File: src/rtl/hazard_pkg.sv
// Shared encodings and helpers for the pipeline hazard/stall controller.
package hazard_pkg;

  typedef enum logic [1:0] {
    StFill    = 2'b00,
    StRun     = 2'b01,
    StBrStall = 2'b10,
    StFreeze  = 2'b11
  } state_e;

  typedef enum logic [1:0] {
    FwdRf  = 2'b00,
    FwdEx  = 2'b01,
    FwdMem = 2'b10,
    FwdWb  = 2'b11
  } fwd_e;

  localparam logic [4:0] RegZero = 5'd0;

  // A source register depends on a producer only if it is actually read and is not r0.
  function automatic logic reg_match(logic [4:0] dest, logic [4:0] src, logic used);
    return used && (dest == src) && (dest != RegZero);
  endfunction

endpackage

File: src/rtl/fwd_select.sv
// Priority forwarding mux select for one ID-stage operand (EX > MEM > WB > RF).
module fwd_select
  import hazard_pkg::*;
(
  input  logic [4:0] src,
  input  logic       used,
  input  logic [4:0] ex_dest,
  input  logic       ex_rf_en,
  input  logic [4:0] mem_dest,
  input  logic       mem_rf_en,
  input  logic [4:0] wb_dest,
  input  logic       wb_rf_en,
  output logic [1:0] sel
);

  always_comb begin
    sel = FwdRf;
    if (ex_rf_en && reg_match(ex_dest, src, used)) begin
      sel = FwdEx;
    end else if (mem_rf_en && reg_match(mem_dest, src, used)) begin
      sel = FwdMem;
    end else if (wb_rf_en && reg_match(wb_dest, src, used)) begin
      sel = FwdWb;
    end
  end

endmodule

File: src/rtl/hazard_stall_controller.sv
// Front-end sequencing for the 5-stage pipeline: fill after reset, load-use and
// branch-on-load bubbles, external freeze, and ID operand forwarding selects.
module hazard_stall_controller
  import hazard_pkg::*;
#(
  parameter int unsigned FILL_CYCLES = 3,
  parameter int unsigned CNT_W       = 16
) (
  input  logic             Clk,
  input  logic             Reset,
  input  logic             hold,
  input  logic [4:0]       id_rs,
  input  logic [4:0]       id_rt,
  input  logic             id_uses_rs,
  input  logic             id_uses_rt,
  input  logic             id_branch,
  input  logic [4:0]       ex_dest,
  input  logic             ex_rf_en,
  input  logic             ex_load,
  input  logic [4:0]       mem_dest,
  input  logic             mem_rf_en,
  input  logic [4:0]       wb_dest,
  input  logic             wb_rf_en,
  output logic             pc_le,
  output logic             npc_le,
  output logic             if_id_le,
  output logic             cmux,
  output logic [1:0]       fwd_a,
  output logic [1:0]       fwd_b,
  output logic [CNT_W-1:0] stall_cnt,
  output logic [1:0]       state_o
);

  localparam logic [2:0] FillLast = 3'(FILL_CYCLES - 1);

  state_e           state_q, state_d;
  logic [2:0]       fill_q, fill_d;
  logic [CNT_W-1:0] stall_q;
  logic             bubble;
  logic             ex_rs_hit, ex_rt_hit;
  logic             lu, brl;
  logic [1:0]       fwd_a_raw, fwd_b_raw;

  assign ex_rs_hit = reg_match(ex_dest, id_rs, id_uses_rs);
  assign ex_rt_hit = reg_match(ex_dest, id_rt, id_uses_rt);
  assign lu        = ex_load && ex_rf_en && (ex_rs_hit || ex_rt_hit);
  // Branch operands are consumed in ID, so a load feeding rs needs a second bubble.
  assign brl       = lu && id_branch && ex_rs_hit;

  always_comb begin
    state_d = state_q;
    fill_d  = fill_q;
    bubble  = 1'b1;
    unique case (state_q)
      StFill: begin
        fill_d = fill_q + 3'd1;
        if (fill_q == FillLast) begin
          state_d = StRun;
        end
      end
      // Leaving FREEZE goes through the same hazard checks as RUN so no hazard is lost.
      StRun, StFreeze: begin
        if (hold) begin
          state_d = StFreeze;
        end else if (brl) begin
          state_d = StBrStall;
        end else begin
          state_d = StRun;
          bubble  = lu;
        end
      end
      StBrStall: begin
        state_d = StRun;
      end
    endcase
  end

  always_ff @(posedge Clk or negedge Reset) begin
    if (!Reset) begin
      state_q <= StFill;
      fill_q  <= 3'd0;
    end else begin
      state_q <= state_d;
      fill_q  <= fill_d;
    end
  end

  always_ff @(posedge Clk or negedge Reset) begin
    if (!Reset) begin
      stall_q <= '0;
    end else if (bubble && (stall_q != '1)) begin
      stall_q <= stall_q + CNT_W'(1);
    end
  end

  fwd_select u_fwd_a (
    .src       (id_rs),
    .used      (id_uses_rs),
    .ex_dest   (ex_dest),
    .ex_rf_en  (ex_rf_en),
    .mem_dest  (mem_dest),
    .mem_rf_en (mem_rf_en),
    .wb_dest   (wb_dest),
    .wb_rf_en  (wb_rf_en),
    .sel       (fwd_a_raw)
  );

  fwd_select u_fwd_b (
    .src       (id_rt),
    .used      (id_uses_rt),
    .ex_dest   (ex_dest),
    .ex_rf_en  (ex_rf_en),
    .mem_dest  (mem_dest),
    .mem_rf_en (mem_rf_en),
    .wb_dest   (wb_dest),
    .wb_rf_en  (wb_rf_en),
    .sel       (fwd_b_raw)
  );

  assign pc_le     = ~bubble;
  assign npc_le    = ~bubble;
  assign if_id_le  = ~bubble;
  assign cmux      = bubble;
  assign fwd_a     = {2{Reset}} & fwd_a_raw;
  assign fwd_b     = {2{Reset}} & fwd_b_raw;
  assign stall_cnt = stall_q;
  assign state_o   = state_q;

endmodule

File: config.mk
export PLATFORM = sky130hd
export DESIGN_NAME = hazard_stall_controller
export DESIGN_NICKNAME = d
export VERILOG_FILES = /design/src/rtl/hazard_pkg.sv /design/src/rtl/fwd_select.sv /design/src/rtl/hazard_stall_controller.sv
export SDC_FILE = /design/constraint.sdc
export NUM_CORES = 1
export LEC_CHECK = 0
export CAP_MARGIN = 20
export CORE_MARGIN = 1.5
export CORE_UTILIZATION = 48
export CTS_CLUSTER_DIAMETER = 40
export DETAILED_ROUTE_END_ITERATION = 10
export GPL_TIMING_DRIVEN = 0
export HOLD_SLACK_MARGIN = 0.1
export PLACE_DENSITY = 0.86
export SLEW_MARGIN = 20
export SYNTH_ARGS = -nofsm -noshare
export SYNTH_HDL_FRONTEND = slang
export SYNTH_HIERARCHICAL = 1
export SYNTH_SLANG_ARGS = --single-unit
File: constraint.sdc
create_clock -name Clk -period 3.95 [get_ports Clk]
set_input_delay 0.5925 -clock Clk [delete_from_list [all_inputs] [get_ports Clk]]
set_output_delay 0.5925 -clock Clk [all_outputs]
set_load 0.05 [all_outputs]
After elaboration in Yosys (flattened, before gate mapping)
Cells that the tools add are included.
{"block": "word_totals", "ram_bits": 0, "inputBits": 35, "n_memories": 0, "ff_bits": 21, "rom_bits": 0, "latchBits": 0}
{"block": "classes", "n_mux": 13, "reduce_logical": 29, "multipliers": 0, "eq_ne": 12, "order_cmp": 0, "n_div": 0, "n_shift": 0, "addsub": 2, "bitwise_logic": 3}
{"cell": "== test 5 bit", "n": 6}
{"cell": "logical AND 1 bit", "n": 23}
{"cell": "2-to-1 mux 2 bit", "n": 9}
{"cell": "adder 16 x 1 -> 16 bit (second input constant)", "n": 1}
{"cell": "inequality test 16 bit (second input constant)", "n": 1}
{"cell": "nonzero test 5 bit", "n": 3}
{"cell": "case mux 2 bit (3 select lines)", "n": 1}
{"cell": "AND 2 bit", "n": 2}
{"cell": "== test 2 bit (second input constant)", "n": 2}
{"cell": "adder 3 x 1 -> 3 bit (second input constant)", "n": 1}
{"cell": "== test 3 x 2 -> 1 bit (second input constant)", "n": 1}
{"cell": "2-to-1 mux 1 bit", "n": 3}
{"cell": "== test 2 x 1 -> 1 bit (second input constant)", "n": 1}
{"cell": "logical NOT 2 bit", "n": 1}
{"cell": "inequality test 2 bit (second input constant)", "n": 1}
{"cell": "OR reduction 2 bit", "n": 1}
{"cell": "logical OR 1 bit", "n": 1}
{"cell": "NOT 1 bit", "n": 1}

Longest topological paths before layout
Gate-level depths: netlist (run 1).
{"block": "depth", "ltp_word": 11, "mapped_depth": 8}

Hierarchy
Netlist (run 1), hierarchy kept.
{"mod": "hazard_stall_controller", "area_per_inst_um2": 1143.6, "seq_area_each_um2": 525.5, "n_inst": 1, "cells_per_inst": 104}
{"mod": "fwd_select", "area_per_inst_um2": 245.2, "seq_area_each_um2": 0.0, "n_inst": 2, "cells_per_inst": 34}

Worst setup path after synthesis (run 1)
No wires, ideal clock.
{"block": "synth_path", "kind": "input-to-output", "start": "input port ex_dest[0]", "end": "output port cmux", "n_path_buf": 0, "stages": 5, "arrival_time_ns": 2.217, "slack_ns": 1.140, "path_cell_list": "or3_1 -> o311a_1 -> o21ai_2 -> and2_1 -> inv_1"}
{"block": "synth_between", "elab_chain_len": 10, "elab_cells_between_ends": 14, "cone_classes": "eq/ne: 2; mux: 3; reduce/logical: 9"}
{"element": "from (decl)", "line_no": "hazard_stall_controller.sv:17", "rtl": "input logic [4:0] ex_dest,"}
{"element": "== test 5 bit", "line_no": "hazard_pkg.sv:22", "rtl": "return used && (dest == src) && (dest != RegZero);"}
{"element": "logical AND 1 bit (2 in a row)", "line_no": "hazard_pkg.sv:22"}
{"element": "logical OR 1 bit", "line_no": "hazard_stall_controller.sv:46", "rtl": "assign lu = ex_load && ex_rf_en && (ex_rs_hit || ex_rt_hit);"}
{"element": "logical AND 1 bit", "line_no": "hazard_stall_controller.sv:46"}
{"element": "logical AND 1 bit (2 in a row)", "line_no": "hazard_stall_controller.sv:48", "rtl": "assign brl = lu && id_branch && ex_rs_hit;"}
{"element": "2-to-1 mux 1 bit *", "line_no": "hazard_stall_controller.sv:65", "rtl": "end else if (brl) begin"}
{"element": "2-to-1 mux 1 bit *", "line_no": "hazard_stall_controller.sv:63", "rtl": "if (hold) begin"}
{"element": "2-to-1 mux 1 bit *", "line_no": "hazard_stall_controller.sv:54", "rtl": "unique case (state_q)"}
{"element": "to (decl)", "line_no": "hazard_stall_controller.sv:27", "rtl": "output logic cmux,"}
Mark *: on every way between the ends. The rest lies on a longest branch, timed or not.

Worst setup path after layout (run 1)
{"block": "layout_path", "start": "input port ex_dest[0]", "end": "output port pc_le"}
{"block": "layout_between", "elab_chain_len": 11, "elab_cells_between_ends": 15, "cone_classes": "eq/ne: 2; mux: 3; bitwise: 1; reduce/logical: 9"}
{"element": "== test 5 bit", "line_no": "hazard_pkg.sv:22"}
{"element": "logical AND 1 bit (2 in a row)", "line_no": "hazard_pkg.sv:22"}
{"element": "logical OR 1 bit", "line_no": "hazard_stall_controller.sv:46"}
{"element": "logical AND 1 bit", "line_no": "hazard_stall_controller.sv:46"}
{"element": "logical AND 1 bit (2 in a row)", "line_no": "hazard_stall_controller.sv:48"}
{"element": "2-to-1 mux 1 bit *", "line_no": "hazard_stall_controller.sv:65"}
{"element": "2-to-1 mux 1 bit *", "line_no": "hazard_stall_controller.sv:63"}
{"element": "2-to-1 mux 1 bit *", "line_no": "hazard_stall_controller.sv:54"}
{"element": "NOT 1 bit *", "line_no": "hazard_stall_controller.sv:120", "rtl": "assign pc_le = ~bubble;"}
{"element": "to (decl)", "line_no": "hazard_stall_controller.sv:24", "rtl": "output logic pc_le,"}
Marks and branches as above.

==> results_dict.tcl, run 1 <==
set metrics [dict create \
    status "completed" \
    grt_pass1_vias 1405 \
    drc_errors 0 \
    r2r_slack_ns 1.82 \
    pre_cts_slack_ns 0.230 \
    hold_path_depth 1 \
    n_antenna_cell 0 \
    ys_ff_latch 21 \
    grt_first_pass_wirelength_mm 6.07 \
    path_clk_slew_ns 0.11 \
    use_met2_pct 38.8 \
    post-cts-setup-buffer-count 0 \
    dp.cells 278 \
    drt_pre_antenna_iters 4 \
    setup_viol 0 \
    chipHeight_um 61.3 \
    cts_sinks 21 \
    cts_max_level 1 \
    tightestPinTransition_ns 0.977 \
    critPathCaptureType "primary output" \
    routed_wl_mm 4.07 \
    holdPathEnd "fill_q[2]" \
    netlist_instances 172 \
    layout_min_cycle_time_ns 3.70 \
    grt_busiest_layer "met2" \
    worstSkewPairLatency_ns 0.29 \
    core_sq_um 3310 \
    grt.met3_usage_pct 3.78 \
    grt_max_degree 26 \
    reg2reg_depth 8 \
    maxCapViolCount 0 \
    worst_setup_path_start_kind "primary input" \
    synth_cell_type_count 34 \
    avgSynthCellArea_sq_um 9.50 \
    area_delta_synth_final_pct 41.9 \
    start_util_pct 49.4 \
    cts_buffers 3 \
    cp_data_required_time_ns 3.36 \
    stdcell_count 282 \
    hold_path_class "register to register" \
    max_freq_ghz 0.271 \
    critPathArrivalTime_ns 3.10 \
    finalCritPeriodShare_pct 93.6 \
    syn_area_sq_um 1630 \
    ios 61 \
    criticalPathCategory "primary input to primary output" \
    use_met1_pct 25.0 \
    dieWidth_um 61.3 \
    port_buffers 60 \
    worstPathMaxFanout 7 \
    grt_overflow 0 \
    drive_gt1_share_pct 6.78 \
    relSlewSlack_pct 34.7 \
    ir_drop_v 0.000522 \
    final_cell_mix "clkdlybuf4s50_1, xor2_1, xnor2_1, dfrtp_1" \
    fin_tns_setup_ns 0 \
    hold_viol 0 \
    r2r-end "stall_cnt[7]" \
    yosysSeqAreaShare_pct 32.2 \
    fp.dieArea_sq_um 3760 \
    synth_fp_nets 210 \
    postRouteAntennaNets 0 \
    fin_ws_ns 0.253 \
    p_leak_nw 0.929 \
    layout.cells.most_common "clkdlybuf4s50_1" \
    vias 1495 \
    place_congestion 0.857 \
    yosys_warnings 6 \
    layout.nets 275 \
    drtIter0Drc 58 \
    wl_per_cell_um 14.4 \
    hold_start "fill_q[2]" \
    grtUsageTotal_pct 21.4 \
    via_per_inst 5.30 \
    root_buffer "clkbuf_4" \
    rows 21 \
    worstReg2RegStart "stall_cnt[0]" \
    skew_ns 0.00323 \
    cts_resized 0 \
    cts_tree "built" \
    powerDensity_nw_per_um2 336 \
    antenna_found_initial 0 \
    nFillCells 289 \
    clk_path_buf_depth 2 \
    power_w 0.000780 \
    place_hpwl_mm 3.20 \
    utilization_pct 70.0 \
    ctsHoldBuffers 0 \
    rsz0062_at_grt "false" \
    slew_violations 0 \
]
sequential cells by signal, summed over array words and instances (netlist names):
| register | cells |
|---|---|
| stall_cnt | 16 |
| fill_q | 3 |
| state_o | 2 |
routing by layer:
metal / wire length [um] / share of wire (%)
met5: 0 / 0
met4: 82 / 2.0
met3: 344 / 8.5
met2: 1920 / 47
met1: 1720 / 42
kinds of logic (layout without fill, tap and decap cells):
kind of cell	count (synthesis)	count (layout)	synth area share, %
adder cells (fa/ha/maj)	3	3	2.30
XOR/XNOR	51	51	27.3
multiplexers	1	1	0.689
AO/OA/AOI/OAI	26	26	13.2
buffers and inverters	8	72	2.76
AND/OR/NAND/NOR	62	62	21.6
flip-flops	21	21	32.2
power by group:
part | leakage (nW) | internal [W] | switching [W] | total, W
combinational | 0.640 | 0.000156 | 0.000229 | 0.000385
clock | 0.0150 | 0.0000392 | 0.0000595 | 0.0000987
sequential | 0.274 | 0.000252 | 0.0000452 | 0.000297
total | 0.929 | 0.000447 | 0.000333 | 0.000780
stage by stage:
step	hold WS, ns	instance area [sq um]
after floorplan	0.297	1630
after CTS	0.486	2320
after global routing	0.496	2320
after detailed placement	0.468	2290
after global placement	0.462	2290
final	0.484	2320
synthesized netlist by cell type (all sizes together):
| cell | count | area (sq um) |
|---|---|---|
| xor2 | 27 | 236 |
| o31ai | 1 | 7.51 |
| a211oi | 1 | 7.51 |
| buf | 3 | 26.3 |
| o21ai | 2 | 13.8 |
| mux2 | 1 | 11.3 |
| and4 | 2 | 17.5 |
| xnor2 | 24 | 210 |
| a2bb2oi | 2 | 30.0 |
| nor2b | 1 | 6.26 |
| and2 | 6 | 37.5 |
| dfrtp | 21 | 526 |
| nor3 | 6 | 30.0 |
| o22ai | 2 | 12.5 |
| nor4 | 6 | 37.5 |
| o21a | 1 | 7.51 |
| a21oi | 10 | 68.8 |
| inv | 5 | 18.8 |
| o311a | 1 | 10.0 |
| nand4 | 5 | 31.3 |
| ha | 3 | 37.5 |
| nand2 | 10 | 37.5 |
| or4 | 2 | 22.5 |
| and3 | 10 | 62.6 |
| nor2 | 5 | 18.8 |
| o2111ai | 4 | 35.0 |
| nand3 | 8 | 45.0 |
| or3 | 1 | 6.26 |
| o2111a | 2 | 22.5 |
worst max-delay path by stage:
stage / start / to / slack, ns
2_1_floorplan: ex_dest[0] / cmux / 1.14
3_3_place_gp: ex_dest[0] / pc_le / 0.24
3_5_place_dp: ex_dest[0] / pc_le / 0.23
4_1_cts: ex_dest[0] / pc_le / 0.23
5_1_grt: ex_dest[0] / pc_le / 0.14
6_report: ex_dest[0] / pc_le / 0.25
critical path, stage by stage:
cell             delay (ns)
clkdlybuf4s50_1        0.56
or3_1                  0.42
o311a_1                0.31
o21ai_2                0.09
and2_1                 0.21
buf_4                  0.12
clkdlybuf4s50_1        0.79
cell type report:
cell class	count	area [sq um]	share of cell area, %
Buffer	3	26.3	1.13
Tap cell	46	57.6	2.48
Clock buffer	4	26.3	1.13
Timing Repair Buffer	60	601	25.9
Inverter	5	18.8	0.809
Sequential cell	21	526	22.7
Multi-Input combinational cell	143	1060	45.9
No activity file was read; power rests on OpenSTA's default activity.
==> run 2: changes to the inputs <==
ABC_AREA = 1   (was unset)
CORE_UTILIZATION = 52   (was 48)
==> results_dict.tcl, run 2 <==
set metrics [dict create \
    grtUsageTotal_pct 26.8 \
    synth_common_cells "nand2_1, inv_1, nand3_1, nor2_1, dfrtp_1" \
    hold_viol 0 \
    layout.nets 473 \
    relSlewSlack_pct 63.0 \
    chipHeight_um 67.2 \
    fin_tns_setup_ns 0 \
    p_clk_share_pct 18.3 \
    antenna_found_initial 0 \
    place_hpwl_mm 4.49 \
    cts_sinks 21 \
    cts_max_level 1 \
    tightestPinTransition_ns 0.554 \
    power.internal_w 0.000454 \
    netlist_instances 370 \
    dieWidth_um 67.2 \
    critPathSlowestCell "clkdlybuf4s50_1" \
    synth_top_area_share_pct 24.9 \
    vias 2450 \
    n_antenna_cell 0 \
    worstSkewPairLatency_ns 0.26 \
    path_clk_slew_ns 0.09 \
    crit_chain "clkdlybuf4s50_1 -> inv_1 -> nand2_1 -> nand2_1 -> nand2_1 -> nor2_1 -> nand2_1 -> nand2_1 -> nand2_1 -> nand2_2 -> buf_2 -> clkdlybuf4s50_1" \
    critPathMaxStageDelay_ns 0.84 \
    grt_max_degree 26 \
    root_buffer "clkbuf_8" \
    synth_fp_nets 408 \
    port_buffers 60 \
    cts_tree "built" \
    critPathCaptureType "primary output" \
    core_sq_um 3970 \
    power.net_switching_w 0.000335 \
    synth_edf_count 0 \
    yosys_warnings 6 \
    criticalPathCategory "primary input to primary output" \
    clk_path_buf_depth 2 \
    grt_pass1_vias 2162 \
    routed_wl_mm 5.59 \
    avgSynthCellArea_sq_um 5.79 \
    ys_ff_latch 21 \
    worst_setup_path_start_kind "primary input" \
    slew_violations 0 \
    critPathArrivalTime_ns 3.08 \
    grt_overflow 0 \
    syn_area_sq_um 2140 \
    async_flop_share_pct 100 \
    drtIter0Drc 167 \
    ios 61 \
    wl_per_cell_um 11.5 \
    ir_drop_v 0.000170 \
    max_freq_ghz 0.272 \
    hold_ws_ns 0.307 \
    drc_errors 0 \
    layout_min_cycle_time_ns 3.67 \
    status "completed" \
    synth_cell_type_count 25 \
    start_util_pct 54.0 \
    worstReg2RegStart "stall_cnt[1]" \
    post-cts-setup-buffer-count 0 \
    combPwrFrac_pct 44.8 \
    rsz0062_at_grt "false" \
    drt_pre_antenna_iters 4 \
    worstPathMaxFanout 10 \
    postRouteAntennaNets 0 \
    yosysMostFrequentCell "nand2_1" \
    cp-startpoint "ex_dest[2]" \
    synth_top_cell_by_area "nand2_1" \
    synth.area.top_cells "nand2_1, dfrtp_1, inv_1" \
    swShare_pct 42.5 \
    p_leak_nw 1.57 \
    yosysSeqAreaShare_pct 24.5 \
    place_congestion 0.903 \
    seqPwrFrac_pct 36.9 \
    cts_buffers 3 \
    fp.dieArea_sq_um 4520 \
    synth-main-ff-cell "dfrtp_1" \
    largest_reg_flops 16 \
    area_delta_synth_final_pct 33.1 \
    cp_data_required_time_ns 3.36 \
    rows 23 \
    via_per_inst 5.06 \
    path_delay_family "buffers and inverters" \
    layout.cells.most_common "nand2_1" \
    crit_buf_inv 4 \
    final_cell_mix "nand2_1, inv_1, clkdlybuf4s50_1, nand3_1, nor2_1" \
    setup_viol 0 \
    finalCritPeriodShare_pct 93.0 \
    skew_ns 0.0124 \
    grt_first_pass_wirelength_mm 9.45 \
    hold_path_class "primary input to asynchronous set/reset pin" \
    maxCapViolCount 0 \
    cpMostUsedCell "nand2_1" \
    powerDensity_nw_per_um2 276 \
    drive_gt1_share_pct 6.22 \
]
-- run 2: changes by cell type after synthesis, moves of 5 or more --
cell and change:
nor4_1 -6, and2_1 -6, xor2_1 -12, inv_1 +56, nand3_1 +33, and3_1 -10
nand2_1 +132, o21ai_0 +5, xnor2_1 -17, inv_2 +5, nor2_1 +31
-- run 2: cell type report --
type / instances / area [sq um]
Sequential cell: 21 / 526
Multi-Input combinational cell: 278 / 1330
Timing Repair Buffer: 60 / 601
Tap cell: 50 / 62.6
Buffer: 5 / 36.3
Clock inverter: 1 / 5.00
Inverter: 66 / 248
Fill cell: 367 / 1120
Clock buffer: 3 / 41.3
-- run 2: routing by layer --
layer | wire length (um) | global-route usage, %
met4 | 38 | 5.36
met3 | 349 | 2.50
met1 | 2540 | 36.0
met2 | 2660 | 46.7
met5 | 0 | 0
-- run 2: worst paths after layout --
kind	end	slack, ns	cells after the start
max	cmux	0.28	12
min	stall_cnt[5]	0.31	1
max reg2reg	stall_cnt[7]	2.01	9
min reg2reg	fill_q[2]	0.50	1
max in group asynchronous	stall_cnt[2]	3.27	1
min in group Clk	fill_q[2]	0.50	1
-- run 2: logic make-up after synthesis --
| family | synth area share [%] |
|---|---|
| fa+ha+maj | 1.75 |
| buf+inv | 13.3 |
| flops | 24.5 |
| compound gates | 5.02 |
| xor+xnor | 8.99 |
| simple gates | 46.5 |
-- run 2: power by group through the flow --
stage	Sequential, W	Combinational [W]	Clock, W
4_1_cts	0.000290	0.000355	0.000147
3_5_place_dp	0.000294	0.000354	0
3_3_place_gp	0.000291	0.000344	0
2_1_floorplan	0.000362	0.000144	0
6_report	0.000291	0.000353	0.000144
5_1_grt	0.000295	0.000386	0.000160
-- run 2: what timing repair did --
item	in CTS	in global routing
gates resized for setup	0	2
hold buffers	0	0
setup endpoints to repair	0	2
-- run 2: through the flow --
stage	instances	worst slack (ns)	power [W]	area, sq um	utilization, %
floorplan	370	1.19	0.000506	2140	-
detailed placement	480	0.182	0.000648	2810	70.7
finish	484	0.277	0.000789	2850	71.8
CTS	484	0.188	0.000792	2850	71.8
global placement	480	0.224	0.000634	2810	70.7
global route	484	0.0227	0.000841	2850	71.8
==> run 3: changes to the inputs <==
CAP_MARGIN = unset   (was 20)
==> results of run 3 <==
The final DEF is identical to that of run 2; final timing and power are the same.
